--- src/rtl/slurm32_interrupt_controller.sv ---
// Prioritised, edge-triggered interrupt controller feeding the slurm32 pipeline's interrupt/irq inputs.
// Optional IRQ_SYNC_EN: adds a 2-flop synchroniser on every irq_lines bit ahead of edge detection.
module slurm32_interrupt_controller #(
  parameter int NUM_IRQ = 16
) (
  input  logic               CLK,
  input  logic               RST,
  input  logic [NUM_IRQ-1:0] irq_lines,
  input  logic               interrupt_taken,
  input  logic [1:0]         ADDRESS,
  input  logic [15:0]        DATA_IN,
  input  logic               WR,
  output logic [15:0]        DATA_OUT,
  output logic               interrupt,
  output logic [3:0]         irq
);

  localparam logic [1:0] ST_IDLE   = 2'd0;
  localparam logic [1:0] ST_ASSERT = 2'd1;
  localparam logic [1:0] ST_GAP    = 2'd2;

  localparam logic [1:0] ADDR_ENABLE  = 2'd0;
  localparam logic [1:0] ADDR_PENDING = 2'd1;
  localparam logic [1:0] ADDR_STATUS  = 2'd2;
  localparam logic [1:0] ADDR_FORCE   = 2'd3;

  logic [NUM_IRQ-1:0] lines_s;
  logic [NUM_IRQ-1:0] hist_reg;
  logic [1:0]         mask_cnt_reg;
  logic [NUM_IRQ-1:0] enable_reg;
  logic [NUM_IRQ-1:0] pending_reg;
  logic [NUM_IRQ-1:0] pending_next;
  logic [NUM_IRQ-1:0] edge_set;
  logic [NUM_IRQ-1:0] force_set;
  logic [NUM_IRQ-1:0] w1c_clr;
  logic [NUM_IRQ-1:0] auto_clr;
  logic [NUM_IRQ-1:0] active;
  logic [15:0]        enable_16;
  logic [15:0]        pending_16;
  logic [15:0]        status_16;
  logic [15:0]        read_next;
  logic [1:0]         state_reg;
  logic               interrupt_reg;
  logic [3:0]         irq_reg;
  logic [3:0]         winner;
  logic               any_active;
  logic               take_now;

`ifdef IRQ_SYNC_EN
  // Mask spans the synchroniser depth so lines already high at reset release stay quiet.
  localparam logic [1:0] MASK_CYCLES = 2'd3;

  logic [NUM_IRQ-1:0] sync1_reg;
  logic [NUM_IRQ-1:0] sync2_reg;

  always_ff @(posedge CLK) begin
    if (RST) begin
      sync1_reg <= '0;
      sync2_reg <= '0;
    end else begin
      sync1_reg <= irq_lines;
      sync2_reg <= sync1_reg;
    end
  end

  assign lines_s = sync2_reg;
`else
  localparam logic [1:0] MASK_CYCLES = 2'd1;

  assign lines_s = irq_lines;
`endif

  always_ff @(posedge CLK) begin
    if (RST) begin
      hist_reg     <= '0;
      mask_cnt_reg <= MASK_CYCLES;
    end else begin
      hist_reg <= lines_s;
      if (mask_cnt_reg != 2'd0) begin
        mask_cnt_reg <= mask_cnt_reg - 2'd1;
      end
    end
  end

  assign edge_set  = (mask_cnt_reg == 2'd0) ? (lines_s & ~hist_reg) : '0;
  assign force_set = (WR && ADDRESS == ADDR_FORCE)   ? DATA_IN[NUM_IRQ-1:0] : '0;
  assign w1c_clr   = (WR && ADDRESS == ADDR_PENDING) ? DATA_IN[NUM_IRQ-1:0] : '0;
  assign take_now  = (state_reg == ST_ASSERT) && interrupt_taken;

  for (genvar gi = 0; gi < NUM_IRQ; gi++) begin : g_auto_clr
    assign auto_clr[gi] = take_now && (irq_reg == 4'(gi));
  end

  // Sets are applied after clears so a coincident new event is never lost.
  assign pending_next = (pending_reg & ~(w1c_clr | auto_clr)) | edge_set | force_set;
  assign active       = pending_reg & enable_reg;
  assign any_active   = |active;

  always_comb begin
    winner = 4'd0;
    for (int i = NUM_IRQ - 1; i >= 0; i--) begin
      if (active[i]) begin
        winner = i[3:0];
      end
    end
  end

  always_comb begin
    enable_16                = '0;
    pending_16               = '0;
    enable_16[NUM_IRQ-1:0]   = enable_reg;
    pending_16[NUM_IRQ-1:0]  = pending_reg;
    status_16                = {interrupt_reg, 11'd0, irq_reg};
  end

  always_ff @(posedge CLK) begin
    if (RST) begin
      enable_reg  <= '0;
      pending_reg <= '0;
    end else begin
      if (WR && ADDRESS == ADDR_ENABLE) begin
        enable_reg <= DATA_IN[NUM_IRQ-1:0];
      end
      pending_reg <= pending_next;
    end
  end

  // The request is frozen once raised; only taken or a withdrawn source ends it.
  always_ff @(posedge CLK) begin
    if (RST) begin
      state_reg     <= ST_IDLE;
      interrupt_reg <= 1'b0;
      irq_reg       <= 4'd0;
    end else begin
      case (state_reg)
        ST_IDLE: begin
          if (any_active) begin
            irq_reg       <= winner;
            interrupt_reg <= 1'b1;
            state_reg     <= ST_ASSERT;
          end
        end
        ST_ASSERT: begin
          if (interrupt_taken) begin
            interrupt_reg <= 1'b0;
            state_reg     <= ST_GAP;
          end else if (!pending_16[irq_reg] || !enable_16[irq_reg]) begin
            interrupt_reg <= 1'b0;
            state_reg     <= ST_GAP;
          end
        end
        ST_GAP: begin
          state_reg <= ST_IDLE;
        end
        default: begin
          interrupt_reg <= 1'b0;
          state_reg     <= ST_IDLE;
        end
      endcase
    end
  end

  always_comb begin
    read_next = 16'd0;
    case (ADDRESS)
      ADDR_ENABLE:  read_next = enable_16;
      ADDR_PENDING: read_next = pending_16;
      ADDR_STATUS:  read_next = status_16;
      default:      read_next = 16'd0;
    endcase
  end

  always_ff @(posedge CLK) begin
    if (RST) begin
      DATA_OUT <= 16'd0;
    end else begin
      DATA_OUT <= read_next;
    end
  end

  assign interrupt = interrupt_reg;
  assign irq       = irq_reg;

endmodule
--- config.mk ---
export PLATFORM = sky130hd
export DESIGN_NAME = slurm32_interrupt_controller
export DESIGN_NICKNAME = d
export VERILOG_FILES = /design/src/rtl/slurm32_interrupt_controller.sv
export SDC_FILE = /design/constraint.sdc
export NUM_CORES = 1
export LEC_CHECK = 0
export BUFFER_PORTS_ARGS = -buffer_cell sky130_fd_sc_hd__buf_2
export CORE_UTILIZATION = 30
export DETAILED_ROUTE_END_ITERATION = 8
export PLACE_DENSITY_LB_ADDON = 0.08
export SYNTH_ARGS = -nofsm -noshare
export SYNTH_HDL_FRONTEND = slang
export SYNTH_SLANG_ARGS = --single-unit
export TNS_END_PERCENT = 5
--- constraint.sdc ---
create_clock -name CLK -period 3.18 [get_ports CLK]
set_input_delay 0.477 -clock CLK [delete_from_list [all_inputs] [get_ports CLK]]
set_output_delay 0.477 -clock CLK [all_outputs]
set_load 0.02 [all_outputs]
==> results of run 1 <==
per-stage QoR:
step,cell area [µm²],hold WS (ns),utilization (%),cells
global route,4040,0.370,36.9,581
floorplan,3400,0.459,-,390
detailed placement,3750,0.479,34.3,567
global placement,3750,0.468,34.3,567
finish,4040,0.364,36.9,581
CTS,4040,0.358,36.9,581
critical path: cells and delay by family, from the launching register on:
| family | cells | cell delay [ns] |
|---|---|---|
| mux | 1 | 0.58 |
| flops | 1 | 0.79 |
| compound gates | 4 | 0.56 |
area by class of cell:
cell class	instances	area, µm²	share of cell area (%)
clock buffer	11	243	6.01
clock inverter	3	42.5	1.05
inverter	21	92.6	2.29
multi-input combinational	271	1700	42.2
sequential	73	1460	36.2
tap	140	175	4.34
timing repair buffer	62	320	7.93
power by group through the flow:
stage                     Sequential [µW]  Clock, µW  Combinational [µW]
after global routing                 1100       1050                 440
after detailed placement             1110          0                 389
final                                1090        995                 387
after global placement               1110          0                 386
after CTS                            1090       1020                 391
after floorplan                      1090          0                 270
logic make-up (layout without fill, tap and decap cells):
group           after synthesis  after routing  synth area share [%]
mux                          26             26                  10.1
fa+ha+maj                     1              1                 0.368
simple gates                141            141                  18.8
xor+xnor                      1              1                 0.258
buf+inv                      46             97                  6.88
compound gates              102            102                  20.6
flops                        73             73                  43.0
path summary, 6_finish.rpt:
check                           cells after the start             from  slack [ns]         endpoint
worst max-delay path                                5           irq[1]        1.10        interrupt
worst min-delay path                                2    irq_lines[14]        0.36     hist_reg[14]
worst max register to register                      5           irq[1]        1.10        interrupt
worst min register to register                      2  mask_cnt_reg[1]        0.49  mask_cnt_reg[1]
cells in the mapped netlist (4+ instances only):
cell / number
sky130_fd_sc_hd__nand2_1: 67
sky130_fd_sc_hd__inv_1: 19
sky130_fd_sc_hd__clkbuf_1: 13
sky130_fd_sc_hd__nand3_1: 6
sky130_fd_sc_hd__a32oi_1: 18
sky130_fd_sc_hd__a22oi_1: 5
sky130_fd_sc_hd__mux2i_1: 20
sky130_fd_sc_hd__buf_2: 7
sky130_fd_sc_hd__nor2b_1: 18
sky130_fd_sc_hd__a21oi_1: 45
sky130_fd_sc_hd__dfxtp_1: 73
sky130_fd_sc_hd__nor2_1: 33
sky130_fd_sc_hd__o311ai_1: 4
sky130_fd_sc_hd__o211ai_1: 12
sky130_fd_sc_hd__mux4_2: 4
sky130_fd_sc_hd__buf_6: 4
layer usage:
layer | global-route usage (%) | vias to the layer above
li1 | - | 1479
met1 | 24.4 | 1413
met2 | 27.0 | 89
met3 | 4.52 | 17
met4 | 8.78 | 0
met5 | 0 | -
==> results.yml, run 1 <==
clocking:
  clock_tree_root_buffer_cell: "sky130_fd_sc_hd__clkbuf_16"
  tritoncts: "yes"
  numCtsBuffers: 9
  postCtsSetupBuffers: 0
  clk_transition_reported_paths_ns: 0.06
  numClockSinks: 73
  cts_resized: 0
  max-clock-path-buffers: 2
  cts_htree_levels: 3
  cts_hold_repair.buffers: 0
  insertion_delay_ns: 0.34
power_and_ir_drop:
  p_clk_share_pct: 40.2
  total_power_uw: 2480
  p_seq_share_pct: 44.2
  total_switching_power_uw: 695
  static-leakage-power_uw: 0.00154
  sw_frac_of_total_pct: 28.1
  combPwrFrac_pct: 15.6
  ir_drop_mv: 0.336
  power.density_cell_area_mw_per_mm2: 613
  power_report.internal_total_uw: 1780
yosys:
  postSynthNetCount: 429
  netlist_instances: 390
  mappedNetlistArea_mm2: 0.00340
  yosysWarnings: 0
  syn_avg_cell_area_um2: 8.71
  synth.area.top_cells: "sky130_fd_sc_hd__dfxtp_1, sky130_fd_sc_hd__nand2_1, sky130_fd_sc_hd__a21oi_1"
  synthArstFlopShare_pct: 0
  netlist.area_leader.share_pct: 43.0
  post_synth_num_cell_types: 46
  synthFlopType: "sky130_fd_sc_hd__dfxtp_1"
  synth-edff-count: 0
  yosys_register_bits: 73
  netlist.top_cell.by_area: "sky130_fd_sc_hd__dfxtp_1"
  synth-seq-area-share_pct: 43.0
global_routing:
  grt_pass1_wl_um: 15800
  pin_count_of_the_biggest_net_entering_global_routing: 63
  globalRoute.totalOverflow: 0
  vias_in_the_first_global_route: 2873
  total_track_usage_pct: 18.2
  number_of_antenna_violations_at_the_first_check_in_global_routing: 0
route:
  met3_length_um: 615
  dr.first_iter.drc_count: 179
  drc_errors: 0
  tritonroute_pass_1_iters: 5
  wirelength_um: 9890
  routed.top_layer: "met4"
  via_density: 5.16
  dr_wl_met2_um: 4320
  wl_per_cell_um: 17.0
  vias: 2998
  metal_1_wl_um: 4760
  detail-route-antenna-nets: 0
cells_and_area:
  top_library_cells_by_usage_in_the_layout_fill_and_taps_aside: "sky130_fd_sc_hd__dfxtp_1, sky130_fd_sc_hd__nand2_1, sky130_fd_sc_hd__buf_2"
  layout.nets: 477
  number_of_fill_cells: 1184
  layout.cells.most_common: "sky130_fd_sc_hd__dfxtp_1"
  num_antenna_cells: 0
  post_route_cells_drive_above_1_share_pct: 19.7
  area_delta_synth_final_pct: 18.8
worst_setup_path:
  cp_max_fo: 17
  critPathRequiredTime_ns: 3.38
  critical_path.slowest_cell: "sky130_fd_sc_hd__dfxtp_1"
  cpPeakStageDelay_ns: 0.79
  path_cells: "mux4_2 > o2111ai_1 > a211oi_2 > o21ai_2 > a21oi_2"
  worstPathArrival_ns: 2.28
  critPathKind: "reg -> reg"
  sort_of_element_at_the_start_of_the_critical_path: "flop"
  end_kind: "flop"
run:
  cap_viol_max_count: 0
run_status:
  outcome: "finished clean"
worst_hold_path:
  min-delay-path-class: "in -> reg"
placement:
  buffer_ports.inserted: 58
  gp_routability_congestion: 0.842
  dpl_worst_slack_ns: 1.10
  post-dp-hpwl_um: 7020
sta:
  hold_viol_final: 0
  timing.final.max_slew_violations: 0
  worst_slew_margin_rel_pct: 49.4
  clock_skew_ns: 0.00802
  clock.fmax_mhz: 481
  setup_tns_ns: 0
  finalCriticalPeriod_ns: 2.08
  worst_slack_ns: 1.10
  rsz0062_at_grt: "false"
  finalCritPeriodShare_pct: 65.4
  worst_slew_pin_slew_ns: 0.759
  number_of_endpoints_failing_setup_at_the_final_stage: 0
floorplan:
  initial_core_util_pct: 31.1
  rows: 38
  vertical_extent_of_the_die_um: 108
  floorplan.die_area_mm2: 0.0118
  floorplan.io_pins: 59
  core-area_mm2: 0.0109
  chipWidth_um: 108
Power figures use the tool's default switching activity.
==> run 2: changes to the inputs <==
clock period = 1.7 ns   (was 3.18 ns; I/O delays follow)
==> results.yml, run 2 (synthesis gave the netlist of run 1 again) <==
route:
  wl_per_cell_um: 17.1
  detail-route-antenna-nets: 0
  vias: 3231
  drc_errors: 0
  dr.first_iter.drc_count: 184
  wirelength_um: 10800
  via_density: 5.11
  tritonroute_pass_1_iters: 5
global_routing:
  vias_in_the_first_global_route: 3209
  pin_count_of_the_biggest_net_entering_global_routing: 25
  grt_pass1_wl_um: 17500
  globalRoute.totalOverflow: 0
  number_of_antenna_violations_at_the_first_check_in_global_routing: 0
  total_track_usage_pct: 20.0
sta:
  clock.fmax_mhz: 609
  worst_slack_ns: 0.0575
  timing.final.max_slew_violations: 0
  finalCriticalPeriod_ns: 1.64
  hold_viol_final: 0
  rsz0062_at_grt: "true"
  whs_ns: 0.148
  finalCritPeriodShare_pct: 96.6
  worst_slew_margin_rel_pct: 54.3
  clock_skew_ns: 0.00615
  worst_slew_pin_slew_ns: 0.683
  number_of_endpoints_failing_setup_at_the_final_stage: 0
  setup_tns_ns: 0
power_and_ir_drop:
  p_clk_share_pct: 39.4
  static-leakage-power_uw: 0.00180
  combPwrFrac_pct: 19.6
  total_switching_power_uw: 1350
  p_seq_share_pct: 41.0
  sw_frac_of_total_pct: 27.8
  power_report.internal_total_uw: 3510
  ir_drop_mv: 0.539
  power.density_cell_area_mw_per_mm2: 1090
cells_and_area:
  top_library_cells_by_usage_in_the_layout_fill_and_taps_aside: "sky130_fd_sc_hd__dfxtp_1, sky130_fd_sc_hd__nand2_1, sky130_fd_sc_hd__buf_2"
  post_route_cells_drive_above_1_share_pct: 29.9
  layout.nets: 527
  num_antenna_cells: 0
  area_delta_synth_final_pct: 30.7
  final_design_area_no_fill_mm2: 0.00444
  final_core_utilization_pct: 40.6
  layout.cells.most_common: "sky130_fd_sc_hd__dfxtp_1"
clocking:
  numCtsBuffers: 9
  max-clock-path-buffers: 2
  cts_htree_levels: 3
  numClockSinks: 73
  cts_hold_repair.buffers: 0
  insertion_delay_ns: 0.33
  clock_tree_root_buffer_cell: "sky130_fd_sc_hd__clkbuf_16"
  tritoncts: "yes"
  clk_transition_reported_paths_ns: 0.06
worst_setup_path:
  cp.buffers_inverters: 2
  end_kind: "flop"
  worstPathArrival_ns: 1.85
  cp_max_fo: 5
  critical-path-top-cell-by-count: "sky130_fd_sc_hd__buf_4"
  critPathRequiredTime_ns: 1.90
  sort_of_element_at_the_start_of_the_critical_path: "flop"
  path_cells: "buf_4 > mux4_2 > nand2_1 > and3_4 > a211oi_2 > buf_4 > nor4_2"
  critical_path.slowest_cell: "sky130_fd_sc_hd__dfxtp_4"
  cpPeakStageDelay_ns: 0.37
  critPathKind: "reg -> reg"
  top_delay_family_on_crit_path: "flip-flops"
floorplan:
  floorplan.die_area_mm2: 0.0118
  chipWidth_um: 108
  floorplan.io_pins: 59
  vertical_extent_of_the_die_um: 108
  initial_core_util_pct: 31.1
  rows: 38
  core-area_mm2: 0.0109
run:
  cap_viol_max_count: 0
placement:
  gp_routability_congestion: 0.863
  post-dp-hpwl_um: 8220
  dpl-instance-area_mm2: 0.00412
  buffer_ports.inserted: 58
  dpl_worst_slack_ns: 0.0496
worst_hold_path:
  min-delay-path-class: "in -> reg"
run_status:
  outcome: "finished clean"
[run 2: worst paths after layout]
kind / start / slack [ns] / to / cells past startpoint
worst min register to register: mask_cnt_reg[1] / 0.49 / mask_cnt_reg[1] / 2
worst max register to register: irq[1] / 0.06 / state_reg[1] / 7
worst max-delay path: irq[1] / 0.06 / state_reg[1] / 7
worst min-delay path: irq_lines[5] / 0.15 / hist_reg[5] / 2
[run 2: worst reg2reg max path, stage by stage, from the launching register on]
cell,delay [ns]
sky130_fd_sc_hd__dfxtp_4,0.37
sky130_fd_sc_hd__buf_4,0.16
sky130_fd_sc_hd__mux4_2,0.24
sky130_fd_sc_hd__nand2_1,0.06
sky130_fd_sc_hd__and3_4,0.16
sky130_fd_sc_hd__a211oi_2,0.32
sky130_fd_sc_hd__buf_4,0.18
sky130_fd_sc_hd__nor4_2,0.03
[run 2: power groups by stage]
stage / clock network [µW] / registers [µW] / logic [µW]
floorplan: 0 / 2030 / 505
global placement: 0 / 2020 / 955
detailed placement: 0 / 2030 / 952
CTS: 1960 / 1990 / 955
global route: 2040 / 2010 / 1060
finish: 1920 / 1990 / 953
[run 2: layout make-up]
| type | count | area [µm²] |
|---|---|---|
| clock buffer | 12 | 256 |
| clock inverter | 3 | 40.0 |
| fill | 1147 | 6490 |
| inverter | 21 | 92.6 |
| multi-input combinational | 271 | 1710 |
| sequential | 73 | 1470 |
| tap | 140 | 175 |
| timing repair buffer | 112 | 696 |
[run 2: routing by layer]
layer  share of wire (%)  wire [µm]  global-route usage [%]
met5                   0          0                       0
met4                 2.2        234                    8.20
met3                 5.1        548                    4.94
met2                  44       4750                    30.3
met1                  49       5300                    27.0
[run 2: repair_timing]
item | CTS | global route
setup buffers | 0 | 1
endpoints found under the setup margin | 0 | 4
gates resized for setup | 0 | 9
[run 2: through the flow]
| stage | instances | power (µW) |
|---|---|---|
| 2_1_floorplan | 390 | 2540 |
| 5_1_grt | 632 | 5110 |
| 4_1_cts | 631 | 4910 |
| 3_3_place_gp | 616 | 2980 |
| 6_report | 632 | 4860 |
| 3_5_place_dp | 616 | 2980 |
==> run 3: changes to the inputs <==
BUFFER_PORTS_ARGS = not set   (was -buffer_cell sky130_fd_sc_hd__buf_2)
CORE_UTILIZATION = 35   (was 30)
DONT_BUFFER_PORTS = 1   (was not set)
==> results.yml, run 3 (synthesis gave the netlist of run 1 again) <==
run_status:
  outcome: "finished clean"
worst_setup_path:
  critPathKind: "reg -> reg"
  worstPathArrival_ns: 1.84
  sort_of_element_at_the_start_of_the_critical_path: "flop"
  critPathRequiredTime_ns: 1.92
  ff2ff_path_depth: 7
  path_cells: "buf_4 > mux4_2 > nand2_1 > and3_4 > a211oi_2 > buf_4 > nor4_2"
  cpPeakStageDelay_ns: 0.37
  critical-path-top-cell-by-count: "sky130_fd_sc_hd__buf_4"
  end_kind: "flop"
  critical_path.slowest_cell: "sky130_fd_sc_hd__dfxtp_4"
  cp_max_fo: 8
clocking:
  clock_tree_root_buffer_cell: "sky130_fd_sc_hd__clkbuf_8"
  numClockSinks: 73
  cts_htree_levels: 3
  insertion_delay_ns: 0.35
  max-clock-path-buffers: 2
  clk_transition_reported_paths_ns: 0.09
  tritoncts: "yes"
  numCtsBuffers: 9
global_routing:
  grt_pass1_wl_um: 15900
  globalRoute.totalOverflow: 0
  pin_count_of_the_biggest_net_entering_global_routing: 62
  total_track_usage_pct: 21.0
  number_of_antenna_violations_at_the_first_check_in_global_routing: 0
  vias_in_the_first_global_route: 2828
sta:
  finalCritPeriodShare_pct: 95.4
  worst_slack_ns: 0.0777
  clock_skew_ns: 0.0174
  worst_slew_pin_slew_ns: 0.595
  clock.fmax_mhz: 616
  worst_slew_margin_rel_pct: 60.2
  hold_viol_final: 0
  finalCriticalPeriod_ns: 1.62
  number_of_endpoints_failing_setup_at_the_final_stage: 0
  timing.final.max_slew_violations: 0
cells_and_area:
  layout.cells.most_common: "sky130_fd_sc_hd__nand2_1"
  final_core_utilization_pct: 43.3
  area_delta_synth_final_pct: 19.0
  num_antenna_cells: 0
  layout.nets: 466
  top_library_cells_by_usage_in_the_layout_fill_and_taps_aside: "sky130_fd_sc_hd__nand2_1, sky130_fd_sc_hd__dfxtp_1, sky130_fd_sc_hd__buf_4"
  layoutNonFillerInstCount: 561
  post_route_cells_drive_above_1_share_pct: 20.8
power_and_ir_drop:
  ir_drop_mv: 0.638
  static-leakage-power_uw: 0.00149
  power.density_cell_area_mw_per_mm2: 1040
route:
  detail-route-antenna-nets: 0
  drc_errors: 0
  dr.first_iter.drc_count: 155
  via_density: 5.30
  wirelength_um: 10200
  vias: 2974
  wl_per_cell_um: 18.2
  tritonroute_pass_1_iters: 4
worst_hold_path:
  hold-path-cell-count: 2
  min-delay-path-class: "in -> reg"
floorplan:
  rows: 35
  floorplan.die_area_mm2: 0.0101
  vertical_extent_of_the_die_um: 101
  initial_core_util_pct: 36.4
  core-area_mm2: 0.00933
  floorplan.io_pins: 59
  chipWidth_um: 101
placement:
  dp.cells: 541
  buffer_ports.inserted: 0
  dpl_worst_slack_ns: 0.0592
  post-dp-hpwl_um: 7610
  gp_routability_congestion: 0.852
run:
  cap_viol_max_count: 0
## run 3: cell type report
class                   instances  area (µm²)
multi-input cells             271        1720
clock inverters                 6        58.8
clock buffers                  10         128
repair buffers                 51         409
well taps                     129         161
flip-flops and latches         73        1480
fillers                       947        5290
inverters                      21        92.6
## run 3: what timing repair did
| action | CTS | global route |
|---|---|---|
| hold buffers | 2 | 0 |
| setup endpoints to repair | 0 | 2 |
| gates resized for setup | 0 | 14 |
| endpoints found under the hold margin | 61 | 0 |
| setup buffers | 0 | 2 |
## run 3: metal layers
layer / GRT usage, % / vias up / share of wire, %
met3: 5.41 / 8 / 6.1
met2: 30.7 / 83 / 44
met4: 5.69 / 0 / 1.0
met5: 0 / - / 0
li1: - / 1457 / -
met1: 30.6 / 1426 / 49
## run 3: where the power goes
part	internal (µW)	total [µW]	switching, µW
clock	671	1330	659
combinational	403	835	432
sequential	1860	2030	164
total	2940	4190	1250
## run 3: final timing paths
check	from	to	slack (ns)
worst min register to register	mask_cnt_reg[0]	mask_cnt_reg[0]	0.50
worst min-delay path	DATA_IN[5]	enable_16[5]	0.03
worst max-delay path	irq[1]	state_reg[1]	0.08
worst max register to register	irq[1]	state_reg[1]	0.08
## run 3: critical path, delay by kind of cell (launching register included)
kind,cells,cell delay (ns)
DFF,1,0.37
buffers and inverters,2,0.34
AOI/OAI and AO/OA,1,0.29
and+or+nand+nor,3,0.26
muxes,1,0.25
## run 3: metrics by stage
| stage | TNS (ns) | hold WS [ns] | cell area [µm²] | power (µW) |
|---|---|---|---|---|
| after global routing | -0.00755 | 0.0235 | 4040 | 4410 |
| after detailed placement | 0 | 0.329 | 3770 | 2850 |
| after CTS | 0 | 0.0195 | 4000 | 4220 |
| after global placement | 0 | 0.327 | 3770 | 2850 |
| final | 0 | 0.0292 | 4040 | 4190 |
| after floorplan | 0 | 0.383 | 3400 | 2540 |
